[config.mk]
export PLATFORM = sky130hd
export DESIGN_NAME = fft_bitrev_reorder
export DESIGN_NICKNAME = d
export VERILOG_FILES = /design/src/rtl/fft_pkg.sv /design/src/rtl/fft_pingpong_ram.sv /design/src/rtl/fft_bitrev_reorder.sv
export SDC_FILE = /design/constraint.sdc
export NUM_CORES = 1
export LEC_CHECK = 0
export ABC_CLOCK_PERIOD_IN_PS = 7500
export CAP_MARGIN = 10
export CORE_MARGIN = 4
export CORE_UTILIZATION = 50
export CTS_BUF_LIST = sky130_fd_sc_hd__clkbuf_8
export CTS_CLUSTER_SIZE = 14
export DETAILED_ROUTE_END_ITERATION = 6
export PLACE_DENSITY = 0.67
export SLEW_MARGIN = 40
export SYNTH_ARGS = -nofsm -noshare
export SYNTH_HDL_FRONTEND = slang
export SYNTH_SLANG_ARGS = --single-unit
[constraint.sdc]
create_clock -name clk -period 7.5 [get_ports clk]
set_clock_uncertainty 0.2 [all_clocks]
set_input_delay 1.5 -clock clk [delete_from_list [all_inputs] [get_ports clk]]
set_output_delay 1.5 -clock clk [all_outputs]
set_load 0.01 [all_outputs]
[src/rtl/fft_pkg.sv]
// Shared FFT definitions: default sample width, complex sample payload and
// the bit-reversal helper used by the reorder stage and twiddle addressing.
package fft_pkg;

    localparam int unsigned FFT_DATA_WIDTH = 16;
    localparam int unsigned FFT_MAX_LOG2N  = 16;
    localparam int unsigned FFT_IDX_W      = $clog2(FFT_MAX_LOG2N);

    typedef struct packed {
        logic signed [FFT_DATA_WIDTH-1:0] re;
        logic signed [FFT_DATA_WIDTH-1:0] im;
    } cplx_t;

    // Reverse the low log2n bits of index; upper bits of the result are zero.
    function automatic logic [FFT_MAX_LOG2N-1:0] bit_reverse(
        input logic [FFT_MAX_LOG2N-1:0] index,
        input int unsigned              log2n
    );
        logic [FFT_MAX_LOG2N-1:0] r;
        r = '0;
        for (int unsigned i = 0; i < FFT_MAX_LOG2N; i++) begin
            if (i < log2n) begin
                r[FFT_IDX_W'(log2n - 1 - i)] = index[FFT_IDX_W'(i)];
            end
        end
        return r;
    endfunction

endpackage

[src/rtl/fft_pingpong_ram.sv]
// Two-bank sample store addressed by {bank, index}.
// Ports: clk; i_wr_en/i_wr_bank/i_wr_addr/i_wr_data synchronous write port;
//        i_rd_bank/i_rd_addr select the word driven on o_rd_data_c (async read).
module fft_pingpong_ram #(
    parameter int unsigned WIDTH  = 32,
    parameter int unsigned ADDR_W = 3
) (
    input  logic              clk,
    input  logic              i_wr_en,
    input  logic              i_wr_bank,
    input  logic [ADDR_W-1:0] i_wr_addr,
    input  logic [WIDTH-1:0]  i_wr_data,
    input  logic              i_rd_bank,
    input  logic [ADDR_W-1:0] i_rd_addr,
    output logic [WIDTH-1:0]  o_rd_data_c
);

    localparam int unsigned DEPTH = 2 * (2 ** ADDR_W);

    logic [WIDTH-1:0] r_mem [DEPTH];

    // Write port
    always_ff @(posedge clk) begin
        if (i_wr_en) begin
            r_mem[{i_wr_bank, i_wr_addr}] <= i_wr_data;
        end
    end

    // Read port feeds the output register in the parent directly
    assign o_rd_data_c = r_mem[{i_rd_bank, i_rd_addr}];

endmodule

[src/rtl/fft_bitrev_reorder.sv]
// Reorders FFT frames from bit-reversed to natural order using a ping-pong
// buffer, so one frame can be written while the previous one drains.
// Ports: clk, rst (sync, active-high);
//        in_valid/in_ready/in_real/in_imag   bit-reversed input stream;
//        out_valid/out_ready/out_real/out_imag/out_last natural-order output.
module fft_bitrev_reorder
    import fft_pkg::*;
#(
    parameter int unsigned DATA_WIDTH = FFT_DATA_WIDTH,
    parameter int unsigned N_POINTS   = 8
) (
    input  logic                         clk,
    input  logic                         rst,
    input  logic                         in_valid,
    output logic                         in_ready,
    input  logic signed [DATA_WIDTH-1:0] in_real,
    input  logic signed [DATA_WIDTH-1:0] in_imag,
    output logic                         out_valid,
    input  logic                         out_ready,
    output logic signed [DATA_WIDTH-1:0] out_real,
    output logic signed [DATA_WIDTH-1:0] out_imag,
    output logic                         out_last
);

    localparam int unsigned LOG2N    = $clog2(N_POINTS);
    localparam int unsigned SAMPLE_W = 2 * DATA_WIDTH;
    localparam logic [LOG2N-1:0] LAST_IDX = LOG2N'(N_POINTS - 1);

    logic                  r_wbank;
    logic                  r_rbank;
    logic [LOG2N-1:0]      r_wcnt;
    logic [LOG2N-1:0]      r_rcnt;
    logic [1:0]            r_full;
    logic                  r_out_valid;
    logic                  r_out_last;
    logic [DATA_WIDTH-1:0] r_out_real;
    logic [DATA_WIDTH-1:0] r_out_imag;

    logic                  w_in_ready;
    logic                  w_wr_en;
    logic                  w_wr_last;
    logic [LOG2N-1:0]      w_wr_addr;
    logic                  w_load;
    logic                  w_rd_last;
    logic [SAMPLE_W-1:0]   w_rd_data;
    logic [1:0]            w_full_nxt;

    // Ready depends only on registered state, never on in_valid
    assign w_in_ready = !rst && !r_full[r_wbank];
    assign w_wr_en    = in_valid && w_in_ready;
    assign w_wr_last  = (r_wcnt == LAST_IDX);
    assign w_wr_addr  = LOG2N'(bit_reverse(FFT_MAX_LOG2N'(r_wcnt), LOG2N));

    assign w_load     = r_full[r_rbank] && (!r_out_valid || out_ready);
    assign w_rd_last  = (r_rcnt == LAST_IDX);

    fft_pingpong_ram #(
        .WIDTH  (SAMPLE_W),
        .ADDR_W (LOG2N)
    ) u_ram (
        .clk         (clk),
        .i_wr_en     (w_wr_en),
        .i_wr_bank   (r_wbank),
        .i_wr_addr   (w_wr_addr),
        .i_wr_data   ({in_real, in_imag}),
        .i_rd_bank   (r_rbank),
        .i_rd_addr   (r_rcnt),
        .o_rd_data_c (w_rd_data)
    );

    // Full flags: writer sets its bank, reader clears its bank; both may
    // happen in one cycle and never target the same bank simultaneously.
    always_comb begin
        w_full_nxt = r_full;
        if (w_wr_en && w_wr_last) begin
            w_full_nxt[r_wbank] = 1'b1;
        end
        if (w_load && w_rd_last) begin
            w_full_nxt[r_rbank] = 1'b0;
        end
    end

    // Counters, bank pointers and output register
    always_ff @(posedge clk) begin
        if (rst) begin
            r_wbank     <= 1'b0;
            r_rbank     <= 1'b0;
            r_wcnt      <= '0;
            r_rcnt      <= '0;
            r_full      <= '0;
            r_out_valid <= 1'b0;
            r_out_last  <= 1'b0;
            r_out_real  <= '0;
            r_out_imag  <= '0;
        end else begin
            r_full <= w_full_nxt;

            if (w_wr_en) begin
                r_wcnt <= r_wcnt + LOG2N'(1);
                if (w_wr_last) begin
                    r_wbank <= !r_wbank;
                end
            end

            if (w_load) begin
                r_out_real  <= w_rd_data[SAMPLE_W-1:DATA_WIDTH];
                r_out_imag  <= w_rd_data[DATA_WIDTH-1:0];
                r_out_last  <= w_rd_last;
                r_out_valid <= 1'b1;
                r_rcnt      <= r_rcnt + LOG2N'(1);
                if (w_rd_last) begin
                    r_rbank <= !r_rbank;
                end
            end else if (out_ready && r_out_valid) begin
                r_out_valid <= 1'b0;
            end
        end
    end

    assign in_ready  = w_in_ready;
    assign out_valid = r_out_valid;
    assign out_last  = r_out_last;
    assign out_real  = r_out_real;
    assign out_imag  = r_out_imag;

endmodule

==> results_dict.tcl, run 1 <==
set metrics [dict create \
    outcome "completed" \
    worst-setup-path-type "primary input to output pin" \
    cap_violations 0 \
    grt_antenna_before_repair 0 \
    die_area_sq_um 45400 \
    clock-root-buffer "sky130_fd_sc_hd__clkbuf_8" \
    initial_utilization 0.511 \
    h-tree-depth 3 \
    ys_ff_latch 556 \
    setup-tns-final_ns 0 \
    ctsResizeCount 0 \
    power.internal_mw 4.94 \
    biggest_cell_delay_along_the_critical_path_ns 0.85 \
    comb_power_share 0.017 \
    post_synth.cell_area_avg_sq_um 20.9 \
    max_freq_mhz 200 \
    clk_path_buf_depth 3 \
    antenna_cells_inserted 0 \
    synth-edff-count 512 \
    power.net_switching_mw 1.24 \
    dr_total_vias 10036 \
    syn_area_sq_um 21100 \
    final-max-slew-violation-count 0 \
    sw_share 0.200 \
    tightestPinTransition_ns 0.807 \
    worst_setup_path_end_kind "output pin" \
    route.antenna.remaining_nets 0 \
    clock_power_share 0.431 \
    post-cts-setup-buffer-count 0 \
    yosysSeqAreaShare 0.772 \
    floorplan.rows 74 \
    via_count_of_the_first_global_routing_pass 10595 \
    remaining_drc_errors 0 \
    unrepaired_setup_endpoints_after_global_routing "no" \
    final_net_count 1176 \
    postLayoutCellArea_sq_um 24300 \
    ys_warn_count 0 \
    core_box_area_sq_um 41200 \
    path_max_fanout 14 \
    layout_commonest_cell "sky130_fd_sc_hd__edfxtp_1" \
    worst_path_dominant_cell_family "buffers and inverters" \
    final_wirelength_um 43500 \
    final_non_filler_cells 1742 \
    timing.hold.worst.class "flop to flop" \
    timing.critical_path.cells "clkdlybuf4s50_1, inv_1, and2_1, clkdlybuf4s50_1" \
    synthDominantAreaCellType "sky130_fd_sc_hd__edfxtp_1" \
    critical_path_required_ns 5.80 \
    clkTransAtPathRegs_ns 0.06 \
    final_cycle_utilization_of_the_critical_path 0.667 \
    clkSinkCount 556 \
    setup_violations 0 \
    critical_path_arrival_ns 3.30 \
    gp_congestion 0.746 \
    detailedPlacementHpwl_um 24500 \
    ys_top_cells_by_area "sky130_fd_sc_hd__edfxtp_1 (73%), sky130_fd_sc_hd__mux4_2 (10%), sky130_fd_sc_hd__mux2i_1 (4.5%)" \
    preCtsSetupSlack_ns 2.49 \
    critical_path_buf_inv_count 3 \
    critPathLaunchType "primary input" \
    mostFrequentLayoutCells "sky130_fd_sc_hd__edfxtp_1 (512), sky130_fd_sc_hd__clkbuf_8 (97), sky130_fd_sc_hd__mux4_2 (96)" \
    port-buffer-count 70 \
    cts_tree "yes" \
    worst_skew_pair.late_latency_ns 0.63 \
    hold_buffers 0 \
    drt-initial-drc-count 832 \
    shortest_period_the_worst_path_allows_ns 5.00 \
    synth_async_sr_flop_share 0 \
    global_route.overflow_total 0 \
    grt_util_all_layers 0.196 \
    grt_pass1_wl_um 65700 \
    cts_buffers 87 \
    worst_slack_ns 2.50 \
    yosys_most_used_dff "sky130_fd_sc_hd__edfxtp_1" \
    routedWlPerCell_um 25.0 \
    post_route_cells_drive_above_1_share 0.226 \
    firstDrtPassIters 7 \
    ys_types 41 \
    placed_cells 1578 \
    timing_hold_violations_final 0 \
    power-per-cell-area_nw_per_um2 254 \
    die_h_um 213 \
    die_w_um 213 \
    max-vdd-ir-drop_uv 144 \
    syn_to_final_growth_pct 15.7 \
    sequentialPowerShare 0.551 \
    power.static_leakage_nw 7.76 \
    grt_max_degree 88 \
    ioPinCount 71 \
    critical_path.slowest_cell "sky130_fd_sc_hd__clkdlybuf4s50_1" \
    dpl_cell_area_sq_um 22500 \
    avgViaCountPerCell 5.76 \
    synth.net_count 1045 \
    final.hold.worst_slack_ns 0.267 \
    netlist.area_leader.share 0.730 \
    syn_inst 1005 \
    cp_common_cell "sky130_fd_sc_hd__clkdlybuf4s50_1" \
    timing.max_slew.rel_slack 0.462 \
]
sequential cells by signal, summed over array words and instances (netlist names):
signal       cells
r_full           2
out_last         1
r_rbank          1
r_rcnt           3
out_valid        1
out_imag        16
out_real        16
u_ram.r_mem    512
r_wbank          1
r_wcnt           3
per-layer routing:
layer  track usage  part of all wire  vias to the layer above  routed length [um]
met2         0.312              0.49                      292               21300
met1         0.284              0.43                     5234               18700
li1              -                 -                     4450                   -
met3        0.0382             0.065                       60                2820
met4        0.0547             0.016                        0                 680
met5             0                 0                        -                   0
layout make-up:
cell class | count | area (sq um)
clock buffers | 97 | 1340
well taps | 532 | 666
flip-flops and latches | 556 | 16300
repair buffers | 97 | 968
clock inverters | 66 | 519
inverters | 2 | 7.51
multi-input cells | 392 | 4590
fillers | 2966 | 16900
kinds of logic (layout without fill, tap and decap cells):
group / after synthesis / in the layout / share of synthesized area
muxes: 197 / 197 / 0.151
AOI/OAI and AO/OA: 132 / 132 / 0.0430
xor gates and xnor gates: 4 / 4 / 0.00166
DFF: 556 / 556 / 0.772
and+or+nand+nor: 55 / 55 / 0.0130
adders and majority gates: 4 / 4 / 0.00238
buffers and inverters: 57 / 262 / 0.0166
power groups by stage:
stage	logic, mW	clock network, mW	registers [mW]
after CTS	0.109	2.72	3.40
after detailed placement	0.109	0	3.47
after global placement	0.103	0	3.47
final	0.108	2.66	3.40
after floorplan	0.0299	0	3.47
after global routing	0.117	2.89	3.40
through the flow:
stage,util,total power [mW]
2_1_floorplan,-,3.50
3_3_place_gp,0.544,3.57
3_5_place_dp,0.545,3.58
4_1_cts,0.590,6.24
5_1_grt,0.591,6.41
6_report,0.591,6.18
final timing paths:
check | to | cells after the start | slack, ns | start
worst min register to register | out_imag[0]$_SDFFE_PP0P_ | 1 | 0.27 | out_imag[0]$_SDFFE_PP0P_
worst max register to register | u_ram.r_mem[15][19]$_DFFE_PP_ | 5 | 4.03 | r_wbank$_SDFFE_PP0N_
worst min-delay path | out_imag[0]$_SDFFE_PP0P_ | 1 | 0.27 | out_imag[0]$_SDFFE_PP0P_
worst max-delay path | in_ready | 4 | 2.50 | rst
synthesized netlist by cell type, drive strengths merged, types with 7 or more instances:
cell,count
mux4,96
dfxtp,44
buf,37
o2bb2a,28
mux2i,94
o21ai,59
mux2,7
nor3,7
clkbuf,18
nor2,27
a22oi,28
edfxtp,512
Note: power is estimated with default switching activity, not from simulation.
==> run 2, diff against run 1 <==
ABC_CLOCK_PERIOD_IN_PS = 5010   (was 7500)
clock period = 5.01 ns   (was 7.5 ns; I/O delays follow)
==> results_dict.tcl, run 2 (synthesis results as in run 1) <==
set metrics [dict create \
    dr_total_vias 10183 \
    cp_common_cell "sky130_fd_sc_hd__clkdlybuf4s50_1" \
    ioPinCount 71 \
    hold_depth 1 \
    max-vdd-ir-drop_uv 282 \
    worst_path_dominant_cell_family "buffers and inverters" \
    outcome "completed" \
    critical_path_buf_inv_count 4 \
    grt_util_all_layers 0.204 \
    r2r_end "u_ram.r_mem[8][0]$_DFFE_PP_" \
    setup-tns-final_ns 0 \
    clkTransAtPathRegs_ns 0.06 \
    firstDrtPassIters 5 \
    min_from "out_real[4]$_SDFFE_PP0P_" \
    fillCellCount 2991 \
    seqCellArea_sq_um 16300 \
    cap_violations 0 \
    finalPower_mw 8.89 \
    grt_max_degree 76 \
    remaining_drc_errors 0 \
    port-buffer-count 70 \
    final_wirelength_um 45400 \
    ctsResizeCount 0 \
    routedWlPerCell_um 26.0 \
    final-max-slew-violation-count 0 \
    cts_buffers 88 \
    shortest_period_the_worst_path_allows_ns 3.74 \
    timing_hold_violations_final 0 \
    hold_buffers 0 \
    worst-setup-path-type "primary input to output pin" \
    antenna_cells_inserted 0 \
    via_count_of_the_first_global_routing_pass 10721 \
    syn_to_final_growth_pct 14.9 \
    grt_antenna_before_repair 4 \
    hold_end "out_real[4]$_SDFFE_PP0P_" \
    drt-initial-drc-count 896 \
    rrSetupSlack_ns 1.69 \
    initial_utilization 0.511 \
    tightestPinTransition_ns 0.797 \
    layout_commonest_cell "sky130_fd_sc_hd__edfxtp_1" \
    clkSinkCount 556 \
    post_route_cells_drive_above_1_share 0.225 \
    gp_congestion 0.810 \
    reg2reg_depth 5 \
    grt_pass1_wl_um 67800 \
    floorplan.rows 74 \
    critPathLaunchType "primary input" \
    cts_tree "yes" \
    multi_input_area_sq_um 4580 \
    critical_path_arrival_ns 2.54 \
    detailedPlacementHpwl_um 27100 \
    mostFrequentLayoutCells "sky130_fd_sc_hd__edfxtp_1 (512), sky130_fd_sc_hd__clkbuf_8 (97), sky130_fd_sc_hd__mux4_2 (96)" \
    setup_violations 0 \
    core_box_area_sq_um 41200 \
    timing.max_slew.rel_slack 0.467 \
    die_w_um 213 \
    global_route.overflow_total 0 \
    die_h_um 213 \
    unrepaired_setup_endpoints_after_global_routing "no" \
    clock-root-buffer "sky130_fd_sc_hd__clkbuf_8" \
    power.static_leakage_nw 7.75 \
    post-cts-setup-buffer-count 0 \
    final_net_count 1184 \
    worst_setup_path_end_kind "output pin" \
    final_cycle_utilization_of_the_critical_path 0.746 \
    biggest_cell_delay_along_the_critical_path_ns 0.57 \
    max_freq_mhz 267 \
    path_max_fanout 14 \
    critical_path.slowest_cell "sky130_fd_sc_hd__clkdlybuf4s50_1" \
    critical_path_required_ns 3.81 \
    h-tree-depth 3 \
    avgViaCountPerCell 5.83 \
    reg2reg_from "r_wbank$_SDFFE_PP0N_" \
    clk_path_buf_depth 3 \
    die_area_sq_um 45400 \
    largest_reg_flops 512 \
    crit_path_start "rst" \
    worst_skew_pair.late_latency_ns 0.65 \
    timing.hold.worst.class "flop to flop" \
    timing.critical_path.cells "clkdlybuf4s50_1, buf_4, inv_1, and2_1, clkdlybuf4s50_1" \
    route.antenna.remaining_nets 0 \
    top_register "u_ram.r_mem" \
    power-per-cell-area_nw_per_um2 367 \
]
run 2: cell count changes in the layout (fill, tap and decap cells not counted), sizes merged:
cell,delta
clkinv,-8
bufinv,-7
inv,+13
buf,+7
run 2: how the worst max path moves through the flow:
stage | slack (ns) | endpoint | depth (start not counted)
after floorplan | 0.34 | u_ram.r_mem[0][0]$_DFFE_PP_ | 5
after detailed placement | 0.87 | u_ram.r_mem[8][26]$_DFFE_PP_ | 7
after global routing | 1.23 | in_ready | 5
final | 1.27 | in_ready | 5
after global placement | 0.93 | u_ram.r_mem[8][20]$_DFFE_PP_ | 7
after CTS | 1.27 | in_ready | 5
run 2: layout make-up:
type | instances | area share
sequential | 556 | 0.672
tap | 532 | 0.0275
clock buffer | 97 | 0.0552
clock inverter | 64 | 0.0138
inverter | 2 | 0.000414
timing repair buffer | 104 | 0.0417
multi-input combinational | 392 | 0.189
run 2: per-stage QoR:
step / hold slack [ns] / setup WS [ns] / instances / utilization / instance area [sq um]
2_1_floorplan: 0.284 / 0.341 / 1005 / - / 21100
3_3_place_gp: 0.251 / 0.935 / 1584 / 0.546 / 22500
3_5_place_dp: 0.255 / 0.865 / 1586 / 0.547 / 22500
4_1_cts: 0.269 / 1.27 / 1747 / 0.587 / 24200
5_1_grt: 0.294 / 1.23 / 1747 / 0.587 / 24200
6_report: 0.264 / 1.27 / 1747 / 0.587 / 24200
run 2: metal layers:
layer | global-route usage | wire length, um
met2 | 0.325 | 22200
met3 | 0.0533 | 3240
met4 | 0.0572 | 811
met5 | 0 | 0
met1 | 0.285 | 19200
run 2: power by group:
group	switching (mW)	internal (mW)
clock network	1.73	1.89
logic	0.125	0.0512
registers	0.00752	5.09
